`src/rtl/ysyx_22041412_lsu_pkg.sv`:
```
`default_nettype none
// ============================================================================
// Module      : ysyx_22041412_lsu_pkg
// Description : Shared LSU definitions: FSM states, request kinds, exception
//               codes and the zero-word constant.
// Revision    : 1.0 - initial release
// ============================================================================
package ysyx_22041412_lsu_pkg;

  typedef enum logic [1:0] {
    ST_IDLE   = 2'd0,
    ST_ACCESS = 2'd1,
    ST_RESP   = 2'd2
  } lsu_state_e;

  // Encoded as {is_store, is_load} so the mapping from the raw flags is direct.
  typedef enum logic [1:0] {
    KIND_NONE  = 2'd0,
    KIND_LOAD  = 2'd1,
    KIND_STORE = 2'd2,
    KIND_BOTH  = 2'd3
  } lsu_kind_e;

  localparam logic [1:0]  EXC_NONE     = 2'd0;
  localparam logic [1:0]  EXC_MISALIGN = 2'd1;
  localparam logic [1:0]  EXC_NULL     = 2'd2;
  localparam logic [1:0]  EXC_ILLEGAL  = 2'd3;

  localparam logic [63:0] ZERO_WORD    = 64'd0;

  function automatic lsu_kind_e kind_of(input logic is_load, input logic is_store);
    return lsu_kind_e'({is_store, is_load});
  endfunction

endpackage
`default_nettype wire

```
`src/rtl/ysyx_22041412_lsu_if.sv`:
```
`default_nettype none
// ============================================================================
// Module      : ysyx_22041412_lsu_if
// Description : EX-side request, SRAM request/response and WB-side response
//               signals of the LSU. slave = LSU view, master = environment.
// Revision    : 1.0 - initial release
// ============================================================================
interface ysyx_22041412_lsu_if #(
  parameter int ADDR_WIDTH = 64,
  parameter int DATA_WIDTH = 64
);
  logic                  in_valid;
  logic                  in_ready;
  logic                  in_is_load;
  logic                  in_is_store;
  logic [2:0]            in_func3;
  logic [ADDR_WIDTH-1:0] in_addr;
  logic [DATA_WIDTH-1:0] in_wdata;
  logic [4:0]            in_rd;

  logic                  mem_en;
  logic                  mem_wen;
  logic [2:0]            mem_func3;
  logic [ADDR_WIDTH-1:0] mem_addr;
  logic [DATA_WIDTH-1:0] mem_wdata;
  logic                  mem_stall;
  logic [DATA_WIDTH-1:0] mem_rdata;

  logic                  out_valid;
  logic                  out_ready;
  logic [4:0]            out_rd;
  logic [DATA_WIDTH-1:0] out_data;
  logic [1:0]            out_exc;

  modport slave (
    input  in_valid, in_is_load, in_is_store, in_func3, in_addr, in_wdata, in_rd,
    output in_ready,
    output mem_en, mem_wen, mem_func3, mem_addr, mem_wdata,
    input  mem_stall, mem_rdata,
    output out_valid, out_rd, out_data, out_exc,
    input  out_ready
  );

  modport master (
    output in_valid, in_is_load, in_is_store, in_func3, in_addr, in_wdata, in_rd,
    input  in_ready,
    input  mem_en, mem_wen, mem_func3, mem_addr, mem_wdata,
    output mem_stall, mem_rdata,
    input  out_valid, out_rd, out_data, out_exc,
    output out_ready
  );
endinterface
`default_nettype wire

```
`src/rtl/ysyx_22041412_lsu_check.sv`:
```
`default_nettype none
// ============================================================================
// Module      : ysyx_22041412_lsu_check
// Description : Combinational legality / null / alignment check of a request.
//               Priority: illegal > null address > misaligned.
// Revision    : 1.0 - initial release
// ============================================================================
module ysyx_22041412_lsu_check
  import ysyx_22041412_lsu_pkg::*;
(
  input  lsu_kind_e  kind,
  input  logic [2:0] func3,
  input  logic [2:0] addr_lo,
  input  logic       addr_null,
  output logic [1:0] exc
);

  logic illegal;
  logic misaligned;

  // Classify the request; pass-through requests never raise an exception.
  always_comb begin
    illegal = (kind == KIND_BOTH)
           || ((kind == KIND_LOAD)  && (func3 == 3'b111))
           || ((kind == KIND_STORE) && (func3 >  3'b011));

    // Width is func3[1:0]; 3'b111 is already illegal so x11 means doubleword.
    unique case (func3[1:0])
      2'b01:   misaligned = addr_lo[0];
      2'b10:   misaligned = |addr_lo[1:0];
      2'b11:   misaligned = ~func3[2] & (|addr_lo);
      default: misaligned = 1'b0;
    endcase

    if (kind == KIND_NONE)  exc = EXC_NONE;
    else if (illegal)       exc = EXC_ILLEGAL;
    else if (addr_null)     exc = EXC_NULL;
    else if (misaligned)    exc = EXC_MISALIGN;
    else                    exc = EXC_NONE;
  end

endmodule
`default_nettype wire

```
`src/rtl/ysyx_22041412_lsu.sv`:
```
`default_nettype none
// ============================================================================
// Module      : ysyx_22041412_lsu
// Description : Single-outstanding load/store unit. IDLE accepts a request,
//               ACCESS holds a registered SRAM request until the SRAM stops
//               stalling, RESP presents the result until WB takes it.
// Revision    : 1.0 - initial release
// ============================================================================
module ysyx_22041412_lsu
  import ysyx_22041412_lsu_pkg::*;
#(
  parameter int ADDR_WIDTH = 64,
  parameter int DATA_WIDTH = 64
) (
  input  logic                clk,
  input  logic                rst,
  ysyx_22041412_lsu_if.slave  bus
);

  lsu_state_e            state_q,     state_d;
  logic                  in_ready_q,  in_ready_d;
  logic                  is_load_q,   is_load_d;
  logic                  mem_en_q,    mem_en_d;
  logic                  mem_wen_q,   mem_wen_d;
  logic [2:0]            mem_func3_q, mem_func3_d;
  logic [ADDR_WIDTH-1:0] mem_addr_q,  mem_addr_d;
  logic [DATA_WIDTH-1:0] mem_wdata_q, mem_wdata_d;
  logic                  out_valid_q, out_valid_d;
  logic [4:0]            out_rd_q,    out_rd_d;
  logic [DATA_WIDTH-1:0] out_data_q,  out_data_d;
  logic [1:0]            out_exc_q,   out_exc_d;

  lsu_kind_e             kind;
  logic                  addr_null;
  logic [1:0]            exc;

  assign kind      = kind_of(bus.in_is_load, bus.in_is_store);
  assign addr_null = (bus.in_addr == '0);

  ysyx_22041412_lsu_check u_check (
    .kind      (kind),
    .func3     (bus.in_func3),
    .addr_lo   (bus.in_addr[2:0]),
    .addr_null (addr_null),
    .exc       (exc)
  );

  // Next-state and registered-output computation for the three-state FSM.
  always_comb begin
    state_d     = state_q;
    is_load_d   = is_load_q;
    mem_en_d    = mem_en_q;
    mem_wen_d   = mem_wen_q;
    mem_func3_d = mem_func3_q;
    mem_addr_d  = mem_addr_q;
    mem_wdata_d = mem_wdata_q;
    out_valid_d = out_valid_q;
    out_rd_d    = out_rd_q;
    out_data_d  = out_data_q;
    out_exc_d   = out_exc_q;

    unique case (state_q)
      ST_IDLE: begin
        if (bus.in_valid && in_ready_q) begin
          is_load_d   = bus.in_is_load;
          mem_func3_d = bus.in_func3;
          mem_addr_d  = bus.in_addr;
          mem_wdata_d = bus.in_wdata;
          out_rd_d    = bus.in_is_store ? 5'd0 : bus.in_rd;
          out_exc_d   = exc;
          if ((kind != KIND_NONE) && (exc == EXC_NONE)) begin
            state_d   = ST_ACCESS;
            mem_en_d  = 1'b1;
            mem_wen_d = bus.in_is_store;
          end else begin
            // Pass-through or faulting request: answer without touching SRAM.
            state_d     = ST_RESP;
            out_valid_d = 1'b1;
            out_data_d  = (kind == KIND_NONE) ? DATA_WIDTH'(bus.in_addr)
                                              : DATA_WIDTH'(ZERO_WORD);
          end
        end
      end
      ST_ACCESS: begin
        if (!bus.mem_stall) begin
          state_d     = ST_RESP;
          mem_en_d    = 1'b0;
          mem_wen_d   = 1'b0;
          out_valid_d = 1'b1;
          out_data_d  = is_load_q ? bus.mem_rdata : DATA_WIDTH'(ZERO_WORD);
        end
      end
      ST_RESP: begin
        if (bus.out_ready) begin
          state_d     = ST_IDLE;
          out_valid_d = 1'b0;
        end
      end
      default: state_d = ST_IDLE;
    endcase

    in_ready_d = (state_d == ST_IDLE);
  end

  // State and output registers with synchronous reset.
  always_ff @(posedge clk) begin
    if (rst) begin
      state_q     <= ST_IDLE;
      in_ready_q  <= 1'b0;
      is_load_q   <= 1'b0;
      mem_en_q    <= 1'b0;
      mem_wen_q   <= 1'b0;
      mem_func3_q <= 3'd0;
      mem_addr_q  <= '0;
      mem_wdata_q <= '0;
      out_valid_q <= 1'b0;
      out_rd_q    <= 5'd0;
      out_data_q  <= '0;
      out_exc_q   <= EXC_NONE;
    end else begin
      state_q     <= state_d;
      in_ready_q  <= in_ready_d;
      is_load_q   <= is_load_d;
      mem_en_q    <= mem_en_d;
      mem_wen_q   <= mem_wen_d;
      mem_func3_q <= mem_func3_d;
      mem_addr_q  <= mem_addr_d;
      mem_wdata_q <= mem_wdata_d;
      out_valid_q <= out_valid_d;
      out_rd_q    <= out_rd_d;
      out_data_q  <= out_data_d;
      out_exc_q   <= out_exc_d;
    end
  end

  assign bus.in_ready  = in_ready_q;
  assign bus.mem_en    = mem_en_q;
  assign bus.mem_wen   = mem_wen_q;
  assign bus.mem_func3 = mem_func3_q;
  assign bus.mem_addr  = mem_addr_q;
  assign bus.mem_wdata = mem_wdata_q;
  assign bus.out_valid = out_valid_q;
  assign bus.out_rd    = out_rd_q;
  assign bus.out_data  = out_data_q;
  assign bus.out_exc   = out_exc_q;

endmodule
`default_nettype wire

```
`src/flat_wrapper.sv`:
```
// flat-port wrapper written by rule: the top's interface ports become plain ports
module ysyx_22041412_lsu_flat import ysyx_22041412_lsu_pkg::*;
#(
  parameter int ADDR_WIDTH = 64,
  parameter int DATA_WIDTH = 64
)
  (clk, rst, bus_in_valid, bus_in_is_load, bus_in_is_store, bus_in_func3, bus_in_addr, bus_in_wdata, bus_in_rd, bus_in_ready, bus_mem_en, bus_mem_wen, bus_mem_func3, bus_mem_addr, bus_mem_wdata, bus_mem_stall, bus_mem_rdata, bus_out_valid, bus_out_rd, bus_out_data, bus_out_exc, bus_out_ready);
  ysyx_22041412_lsu_if #(.ADDR_WIDTH(ADDR_WIDTH), .DATA_WIDTH(DATA_WIDTH)) bus_i ();
  input  logic clk;
  input  logic rst;
  input wire logic [$bits(bus_i.in_valid)-1:0] bus_in_valid;
  input wire logic [$bits(bus_i.in_is_load)-1:0] bus_in_is_load;
  input wire logic [$bits(bus_i.in_is_store)-1:0] bus_in_is_store;
  input wire logic [$bits(bus_i.in_func3)-1:0] bus_in_func3;
  input wire logic [$bits(bus_i.in_addr)-1:0] bus_in_addr;
  input wire logic [$bits(bus_i.in_wdata)-1:0] bus_in_wdata;
  input wire logic [$bits(bus_i.in_rd)-1:0] bus_in_rd;
  output wire logic [$bits(bus_i.in_ready)-1:0] bus_in_ready;
  output wire logic [$bits(bus_i.mem_en)-1:0] bus_mem_en;
  output wire logic [$bits(bus_i.mem_wen)-1:0] bus_mem_wen;
  output wire logic [$bits(bus_i.mem_func3)-1:0] bus_mem_func3;
  output wire logic [$bits(bus_i.mem_addr)-1:0] bus_mem_addr;
  output wire logic [$bits(bus_i.mem_wdata)-1:0] bus_mem_wdata;
  input wire logic [$bits(bus_i.mem_stall)-1:0] bus_mem_stall;
  input wire logic [$bits(bus_i.mem_rdata)-1:0] bus_mem_rdata;
  output wire logic [$bits(bus_i.out_valid)-1:0] bus_out_valid;
  output wire logic [$bits(bus_i.out_rd)-1:0] bus_out_rd;
  output wire logic [$bits(bus_i.out_data)-1:0] bus_out_data;
  output wire logic [$bits(bus_i.out_exc)-1:0] bus_out_exc;
  input wire logic [$bits(bus_i.out_ready)-1:0] bus_out_ready;
  assign bus_i.in_valid = bus_in_valid;
  assign bus_i.in_is_load = bus_in_is_load;
  assign bus_i.in_is_store = bus_in_is_store;
  assign bus_i.in_func3 = bus_in_func3;
  assign bus_i.in_addr = bus_in_addr;
  assign bus_i.in_wdata = bus_in_wdata;
  assign bus_i.in_rd = bus_in_rd;
  assign bus_in_ready = bus_i.in_ready;
  assign bus_mem_en = bus_i.mem_en;
  assign bus_mem_wen = bus_i.mem_wen;
  assign bus_mem_func3 = bus_i.mem_func3;
  assign bus_mem_addr = bus_i.mem_addr;
  assign bus_mem_wdata = bus_i.mem_wdata;
  assign bus_i.mem_stall = bus_mem_stall;
  assign bus_i.mem_rdata = bus_mem_rdata;
  assign bus_out_valid = bus_i.out_valid;
  assign bus_out_rd = bus_i.out_rd;
  assign bus_out_data = bus_i.out_data;
  assign bus_out_exc = bus_i.out_exc;
  assign bus_i.out_ready = bus_out_ready;
  ysyx_22041412_lsu #(.ADDR_WIDTH(ADDR_WIDTH), .DATA_WIDTH(DATA_WIDTH)) u_core (.clk(clk), .rst(rst), .bus(bus_i));
endmodule
```
`config.mk`:
```
export PLATFORM = sky130hd
export DESIGN_NAME = ysyx_22041412_lsu_flat
export DESIGN_NICKNAME = d
export VERILOG_FILES = /design/src/rtl/ysyx_22041412_lsu_pkg.sv /design/src/rtl/ysyx_22041412_lsu_if.sv /design/src/rtl/ysyx_22041412_lsu_check.sv /design/src/rtl/ysyx_22041412_lsu.sv /design/src/flat_wrapper.sv
export SDC_FILE = /design/constraint.sdc
export NUM_CORES = 1
export LEC_CHECK = 0
export BUFFER_PORTS_ARGS = -buffer_cell sky130_fd_sc_hd__buf_2
export CELL_PAD_IN_SITES_DETAIL_PLACEMENT = 0
export CELL_PAD_IN_SITES_GLOBAL_PLACEMENT = 1
export CORE_AREA = 2 2 167 169
export CTS_BUF_LIST = sky130_fd_sc_hd__clkbuf_16
export CTS_CLUSTER_SIZE = 8
export DETAILED_ROUTE_END_ITERATION = 7
export DIE_AREA = 0 0 169 171
export PLACE_DENSITY = 0.76
export SYNTH_ARGS = -nofsm -noshare
export SYNTH_HDL_FRONTEND = slang
export SYNTH_SLANG_ARGS = --single-unit
export TNS_END_PERCENT = 10
```
`constraint.sdc`:
```
create_clock -name clk -period 2.47 [get_ports clk]
set_clock_uncertainty 0.1 [all_clocks]
set_input_delay 0.3705 -clock clk [delete_from_list [all_inputs] [get_ports clk]]
set_output_delay 0.3705 -clock clk [all_outputs]
set_load 0.01 [all_outputs]
```
==> impl_metrics.ini, run 1 <==
[cts]
clk_latency_ns = 0.53
cts.clk_slew.worst_paths_ns = 0.05
cts-htree-levels = 1
cts_num_sinks = 209
clock_path_buffers = 3
tritoncts = done
cts_root_buffer = clkbuf_16
cts_buffers = 30

[sta]
tightest_slew_ns = 0.7385
hold_violations = 0
setup_viol = 0
finalCritPeriodShare_pct = 97.55
max-slew-margin-rel_pct = 50.31
finalMaxSlewViolations = 0
fin_hold_ws_ns = 0.02990
min_period_ns = 2.409
fmax_ghz = 0.4150
fin_ws_ns = 0.06051
tns_ns = 0

[synthesis]
synthTopCellsByCount = 276 x nand2_1, 209 x dfxtp_1, 145 x a21oi_1, 70 x nor2_1, 67 x clkbuf_1
synth_top_family_by_area = simple AND/OR/NAND/NOR gates
synth.most_common_cell = nand2_1
syn_area_sq_um = 8517
synthTopCellsByArea = dfxtp_1 49%, nand2_1 12%, a21oi_1 8.5%, mux2_2 7.0%, a22oi_1 5.7%
synth.top_cell.area_share_pct = 49.13
synth_top_flop_cell = dfxtp_1
syn_avg_cell_area_sq_um = 8.317
synth_compound_area_share_pct = 15.04
synth_edf_count = 0
ys_warn_count = 0
async_flop_share_pct = 0
yosysSeqAreaShare_pct = 49.13
yosysUniqueCellTypes = 28
syn_inst = 1024
synth_seq_cells = 209
synth-simple-area-share_pct = 23.09
synth_area_leader_cell = dfxtp_1
synth_mux_area_share_pct = 8.579
synth_fa_ha_area_share_pct = 0
synth_xor_area_share_pct = 0
synth_nets = 1231

[power_and_ir_drop]
p_leak_nw = 6.016
netSwitchingFraction_pct = 25.51
p_switching_mw = 2.149
cellPowerDensity_nw_per_um2 = 636.1
clkPwrFrac_pct = 42.4
internal-power_mw = 6.276
vdd_drop_max_mv = 0.5092
p_seq_share_pct = 42.6
power_frac_comb_pct = 14.9

[routing]
drtIter0Drc = 412
antenna_left = 0
viasPerCell = 4.839
drt_pass1_iterations = 4
wl_per_cell_microns = 16.98
wl_mm = 31.97
drc = 0
vias = 9111

[critical_path]
crit_type = in2reg
slowest_stage = dlygate4sd3_1
crit_chain = dlygate4sd3_1 > buf_2 > nor4_4 > nand4_1 > nor4_4 > o31ai_4 > buf_12 > buf_16 > mux2_1
cp.arrival_ns = 2.73
critical_path.most_common_cell = nor4_4
slowest_delay_ns = 0.54
rr_startpoint = u_core.state_q[0]
critPathCaptureType = flop
critical-path-top-delay-family = buffers and inverters
path_max_fanout = 14
worstSetupStartpointType = input port
r2r.worst_path.cells = 6
critPathRequiredTime_ns = 2.79
crit_buf_inv = 4
crit_end = u_core.bus.out_data[38]
r2r_setup_slack_ns = 0.23
reg2reg_to = u_core.bus.out_data[38]
startpoint = bus_in_addr[55]
crit_cells = 9

[status]
status = finished clean

[placement]
dpl.hpwl_mm = 21.51
dp_slack_ns = -0.4058
portBuffers = 412
place.gp.congestion = 0.8280

[floorplan]
start_util_pct = 31.17
io_pins = 413
rows = 61
die_y_microns = 171
die_area_sq_um = 28900
fp.dieW_microns = 169
core_area_sq_um = 27320

[global_route]
overflow = 0
grt_max_degree = 98
grt_antenna_before_repair = 2
track_usage_pct = 20.29
grt_pass1_wl_mm = 47.06
grt_pass1_vias = 8846

[final_layout]
area_delta_synth_final_pct = 55.50
fin_nets = 1742
n_fill_cell = 2628
drive_gt1_share_pct = 35.61
final_core_util_pct = 48.47

[job]
drv_cap = 0

[worst_hold_path]
hold_path_depth = 3
hold_path.class = in2reg
-- state kept, by name, summed over array words and instances (netlist names) --
| name | count |
|---|---|
| u_core.state_q | 2 |
| u_core.bus.mem_en | 1 |
| u_core.bus.out_valid | 1 |
| u_core.bus.out_rd | 5 |
| u_core.is_load_q | 1 |
| u_core.bus.mem_wen | 1 |
| u_core.bus.out_exc | 2 |
| u_core.bus.in_ready | 1 |
| u_core.bus.mem_addr | 64 |
| u_core.bus.mem_wdata | 64 |
| u_core.bus.mem_func3 | 3 |
| u_core.bus.out_data | 64 |
-- cells by family after synthesis --
kind of cell           Yosys count
muxes                           65
and+or+nand+nor                449
buffers and inverters           82
AOI/OAI and AO/OA              219
DFF                            209
-- metrics by stage --
stage	cell area, sq um	power [mW]	std cells
finish	13240	8.424	1883
global route	13240	8.782	1882
global placement	11060	4.712	1733
detailed placement	11060	4.724	1733
CTS	13040	8.481	1885
floorplan	8517	4.181	1024
-- what timing repair did --
| action | CTS | global route |
|---|---|---|
| resized for setup | 0 | 22 |
| hold endpoints to repair | 119 | 0 |
| hold buffers | 119 | 0 |
| buffers inserted | 0 | 1 |
| endpoints found under the setup margin | 0 | 61 |
-- final cells by class --
| cell class | instances | area (sq um) | area share, % |
|---|---|---|---|
| Timing Repair Buffer | 560 | 3696 | 27.91 |
| Inverter | 1 | 3.754 | 0.02834 |
| Clock buffer | 31 | 775.7 | 5.857 |
| Clock inverter | 2 | 11.26 | 0.08503 |
| Sequential cell | 209 | 4184 | 31.59 |
| Antenna cell | 1 | 2.502 | 0.01889 |
| Tap cell | 346 | 432.9 | 3.269 |
| Multi-Input combinational cell | 733 | 4138 | 31.24 |
-- how the worst min path moves through the flow --
stage,start,slack (ns),end
6_report,bus_in_func3[1],0.03,u_core.bus.mem_func3[1]
5_1_grt,bus_in_rd[1],0.02,u_core.bus.out_rd[1]
4_1_cts,bus_in_rd[1],0.0004,u_core.bus.out_rd[1]
3_5_place_dp,u_core.bus.out_rd[0],0.34,u_core.bus.out_rd[0]
3_3_place_gp,u_core.bus.out_rd[0],0.34,u_core.bus.out_rd[0]
2_1_floorplan,u_core.is_load_q,0.33,u_core.is_load_q
-- cell usage in the layout (no fill, tap or decap), types with 8 or more instances in the layout --
cell,n
buf_12,11
dlygate4sd3_1,118
buf_4,21
dfxtp_1,209
nor2b_1,66
mux2_1,11
nand2_1,276
a22oi_1,65
nor2_1,69
mux2_2,53
a21oi_1,145
clkbuf_16,33
buf_2,404
nor4_4,8
-- metal layers --
layer | GRT usage (%) | routed length (microns) | share of wire [%]
met3 | 6.037 | 2808 | 8.8
met1 | 23.52 | 12550 | 39
met4 | 6.763 | 880 | 2.8
met5 | 0 | 13 | 0.041
met2 | 35.80 | 15720 | 49
-- worst min-delay path: cells and delay by family --
family,cells,cell delay (ns)
buf+inv,1,0.12
simple gates,1,0.05
compound gates,1,0.06
-- power by group through the flow --
stage	combinational (mW)	sequential, mW	clock, mW
floorplan	0.456	3.73	0
global placement	1.06	3.65	0
detailed placement	1.07	3.66	0
CTS	1.21	3.59	3.68
global route	1.37	3.61	3.81
finish	1.26	3.59	3.58
(Power assumes the default switching activity.)
==> run 2, diff against run 1 <==
SETUP_SLACK_MARGIN = 0.15   (was unset)
==> impl_metrics.ini, run 2 (same netlist as run 1, synthesis figures left out) <==
[sta]
tightest_slew_ns = 0.7432
fin_hold_ws_ns = 0.02452
hold_violations = 0
tns_ns = 0
min_period_ns = 2.316
max-slew-margin-rel_pct = 50.00
finalMaxSlewViolations = 0
rsz0062_at_grt = false
finalCritPeriodShare_pct = 93.77
fmax_ghz = 0.4318
setup_viol = 0

[placement]
portBuffers = 412
place_area_sq_um = 11060
place.gp.congestion = 0.8280
dpl.hpwl_mm = 21.51
dp_cells = 1733

[final_layout]
layout_commonest_cell = buf_2
fin_nets = 1752
area_delta_synth_final_pct = 55.97
final_cell_mix = 410 x buf_2, 276 x nand2_1, 209 x dfxtp_1
design_area_sq_um = 13280
n_fill_cell = 2632
instances_no_fill = 1893
drive_gt1_share_pct = 35.83

[critical_path]
cp.arrival_ns = 2.64
crit_cells = 9
slowest_delay_ns = 0.66
rr_startpoint = u_core.state_q[0]
reg2reg_to = u_core.bus.out_data[39]
r2r.worst_path.cells = 6
slowest_stage = nor4_1
critPathCaptureType = flop
r2r_setup_slack_ns = 0.28
critPathRequiredTime_ns = 2.80
crit_chain = buf_2 > nor4_1 > buf_4 > nand4_1 > nor4_4 > o31ai_4 > buf_12 > buf_12 > mux2_1
critical_path.most_common_cell = buf_12
crit_end = u_core.bus.out_data[39]
startpoint = bus_in_addr[36]
crit_type = in2reg
crit_buf_inv = 4
path_max_fanout = 8
critical-path-top-delay-family = simple AND/OR/NAND/NOR gates
worstSetupStartpointType = input port

[global_route]
grt_antenna_before_repair = 2
grt_pass1_vias = 8821
grt_pass1_wl_mm = 47.11
overflow = 0
grt_max_degree = 98
track_usage_pct = 20.28

[power_and_ir_drop]
p_leak_nw = 6.076
power.total_mw = 8.454
vdd_drop_max_mv = 0.5079
cellPowerDensity_nw_per_um2 = 636.4

[floorplan]
rows = 61
die_y_microns = 171
core_area_sq_um = 27320
die_area_sq_um = 28900
start_util_pct = 31.17
io_pins = 413
fp.dieW_microns = 169

[cts]
clock_path_buffers = 3
cts.clk_slew.worst_paths_ns = 0.05
clk_latency_ns = 0.52
cts_root_buffer = clkbuf_16
tritoncts = done
cts_num_sinks = 209
cts_buffers = 30
cts-htree-levels = 1

[routing]
drt_pass1_iterations = 4
wl_mm = 32.41
drtIter0Drc = 374
drc = 0
antenna_left = 0
vias = 9138
viasPerCell = 4.827
wl_per_cell_microns = 17.12

[worst_hold_path]
hold_path.class = in2reg
holdCritStartpoint = bus_in_rd[1]

[status]
status = finished clean

[job]
drv_cap = 0
run 2: cell types whose count changed in the layout (fill, tap and decap cells not counted), moves of 2 or more:
cell       before  now
buf_2         404  410
buf_6           1    3
clkbuf_16      33   35
mux2_1         11    7
mux2_4          0    4
nor4_1          3   10
nor4_2          6    2
nor4_4          8    5
run 2: worst min-delay path by stage:
stage / to / depth (start not counted)
after floorplan: u_core.is_load_q / 2
after global placement: u_core.bus.out_rd[0] / 2
after detailed placement: u_core.bus.out_rd[0] / 2
after CTS: u_core.bus.out_rd[1] / 3
after global routing: u_core.bus.out_rd[1] / 3
final: u_core.bus.out_rd[1] / 3
run 2: through the flow:
stage	utilization [%]	worst slack, ns
after global routing	48.61	0.1483
after CTS	47.73	0.1582
after detailed placement	40.49	-0.4058
after global placement	40.49	-0.3609
after floorplan	-	0.1629
final	48.62	0.1539
run 2: per-layer routing:
layer | routed length (microns) | global-route usage (%)
met1 | 12900 | 23.79
met2 | 15690 | 35.14
met3 | 2718 | 6.153
met4 | 1078 | 7.209
met5 | 13 | 0
run 2: final cells by class:
| class | instances | area, sq um | share of cell area, % |
|---|---|---|---|
| inverter | 1 | 3.754 | 0.02826 |
| clock inverter | 2 | 11.26 | 0.08477 |
| clock buffer | 31 | 775.7 | 5.840 |
| sequential | 209 | 4184 | 31.50 |
| multi-input combinational | 733 | 4083 | 30.73 |
| timing repair buffer | 570 | 3791 | 28.54 |
| antenna | 1 | 2.502 | 0.01884 |
| tap | 346 | 432.9 | 3.259 |
run 2: what timing repair did:
action,CTS,global route
endpoints found under the hold margin,119,0
setup buffers,0,1
hold buffers,119,0
setup endpoints to repair,0,65
resized for setup,0,17
run 2: tightest hold or removal path, stage by stage:
cell,delay [ns]
buf_2,0.11
nand3b_1,0.07
a21oi_1,0.06
run 2: power breakdown:
part	internal [mW]	total (mW)	switching, mW
registers	3.52	3.59	0.0689
logic	0.597	1.28	0.679
clock network	2.17	3.59	1.42
==> run 3, diff against run 2 <==
CORE_AREA = 2 2 164 166   (was 2 2 167 169)
CTS_BUF_LIST = sky130_fd_sc_hd__clkbuf_2 sky130_fd_sc_hd__clkbuf_4 sky130_fd_sc_hd__clkbuf_8   (was sky130_fd_sc_hd__clkbuf_16)
DIE_AREA = 0 0 166 168   (was 0 0 169 171)
PLACE_DENSITY = 0.78   (was 0.76)
SLEW_MARGIN = 20   (was unset)
==> impl_metrics.ini, run 3 (same netlist as run 1, synthesis figures left out) <==
[floorplan]
fp.dieW_microns = 166
die_y_microns = 168
rows = 60
die_area_sq_um = 27890
core_area_sq_um = 26350
io_pins = 413
start_util_pct = 32.32

[sta]
finalCritPeriodShare_pct = 92.33
max-slew-margin-rel_pct = 36.13
setup_viol = 0
rsz0062_at_grt = true
tns_ns = 0
hold_violations = 0
finalMaxSlewViolations = 0
fmax_ghz = 0.4385
min_period_ns = 2.281
tightest_slew_ns = 0.9580

[final_layout]
instances_no_fill = 1893
final_cell_mix = 411 x buf_2, 276 x nand2_1, 209 x dfxtp_1
final_core_util_pct = 49.04
drive_gt1_share_pct = 36.43
area_delta_synth_final_pct = 51.73
design_area_sq_um = 12920
layout_commonest_cell = buf_2
fin_nets = 1736
n_fill_cell = 2571

[cts]
cts_num_sinks = 209
cts-htree-levels = 2
cts_buffers = 38
tritoncts = done
cts.clk_slew.worst_paths_ns = 0.06
clock_path_buffers = 3
cts_root_buffer = clkbuf_8
clk_latency_ns = 0.52
post_cts_buffers = 0

[critical_path]
critical_path.most_common_cell = nor4_4
cp.arrival_ns = 2.59
critPathCaptureType = flop
slowest_stage = dlygate4sd3_1
crit_type = in2reg
slowest_delay_ns = 0.54
critPathRequiredTime_ns = 2.78
crit_chain = dlygate4sd3_1 > buf_2 > nor4_4 > nand4_1 > nor4_4 > o31ai_4 > clkbuf_16 > mux2_2
path_max_fanout = 20
worstSetupStartpointType = input port

[global_route]
overflow = 0
track_usage_pct = 21.26
grt_max_degree = 106
grt_pass1_wl_mm = 48.02
grt_antenna_before_repair = 1
grt_pass1_vias = 8871

[routing]
vias = 9119
viasPerCell = 4.817
wl_mm = 31.45
antenna_left = 0
drtIter0Drc = 435
wl_per_cell_microns = 16.61
drt_pass1_iterations = 5
drc = 0

[placement]
dpl.hpwl_mm = 21.40
place.gp.congestion = 0.8505
place_area_sq_um = 10960
dp_cells = 1722
portBuffers = 412

[power_and_ir_drop]
power_frac_comb_pct = 14.2
vdd_drop_max_mv = 0.4342
netSwitchingFraction_pct = 25.87
internal-power_mw = 6.145
p_switching_mw = 2.144
cellPowerDensity_nw_per_um2 = 641.5
p_seq_share_pct = 43.3
p_leak_nw = 5.939
clkPwrFrac_pct = 42.5

[status]
status = finished clean

[job]
drv_cap = 0

[worst_hold_path]
hold_path.class = in2reg
[run 3: cell types whose count changed in the layout (fill, tap and decap cells not counted), sizes merged]
| cell | change |
|---|---|
| clkbuf | +26 |
| dlygate4sd3 | -11 |
| buf | -9 |
| bufinv | +1 |
| clkinvlp | -1 |
| dlymetal6s4s | -1 |
[run 3: timing repair]
item / in CTS / in global routing
hold buffers: 107 / 0
resized for setup: 0 / 7
setup endpoints to repair: 0 / 60
endpoints found under the hold margin: 107 / 0
[run 3: layer usage]
layer  global-route usage, %  part of all wire, %
met3                   6.323                  8.1
met1                   24.97                   41
met4                   7.637                  3.1
met5                       0                    0
met2                   36.86                   48
[run 3: final timing paths]
check	endpoint	cells past startpoint	from	slack (ns)
worst max-delay path	u_core.bus.out_data[11]	8	bus_in_addr[56]	0.19
worst min-delay path	u_core.bus.mem_addr[44]	3	bus_in_addr[44]	0.03
worst max register to register	u_core.bus.out_data[11]	5	u_core.state_q[0]	0.34
worst min register to register	u_core.bus.mem_addr[8]	2	u_core.bus.mem_addr[8]	0.35
[run 3: power by group through the flow]
stage	Sequential (mW)	Combinational (mW)	Clock, mW
after floorplan	3.73	0.456	0
after global placement	3.65	1.03	0
after detailed placement	3.66	1.04	0
after CTS	3.59	1.17	3.63
after global routing	3.60	1.29	3.77
final	3.59	1.18	3.52
[run 3: worst max-delay path, delay by kind of cell]
family,cells,cell delay (ns)
multiplexers,1,0.28
AO/OA/AOI/OAI,1,0.16
AND/OR/NAND/NOR,3,0.86
buffers and inverters,3,0.91
[run 3: layout make-up]
cell class | count | area [sq um] | share of cell area, %
sequential | 209 | 4184 | 32.38
tap | 341 | 426.7 | 3.302
multi-input combinational | 733 | 4031 | 31.20
clock inverter | 2 | 35.03 | 0.2711
antenna | 1 | 2.502 | 0.01936
inverter | 1 | 3.754 | 0.02905
timing repair buffer | 546 | 3457 | 26.75
clock buffer | 60 | 782.0 | 6.052
[run 3: stage by stage]
| step | hold WS (ns) | total power, mW | setup WS (ns) |
|---|---|---|---|
| floorplan | 0.3317 | 4.181 | 0.1629 |
| global placement | 0.3357 | 4.683 | -0.3627 |
| detailed placement | 0.3435 | 4.695 | -0.3990 |
| CTS | 0.002126 | 8.383 | 0.1550 |
| global route | 0.009494 | 8.659 | 0.1374 |
| finish | 0.02719 | 8.290 | 0.1894 |
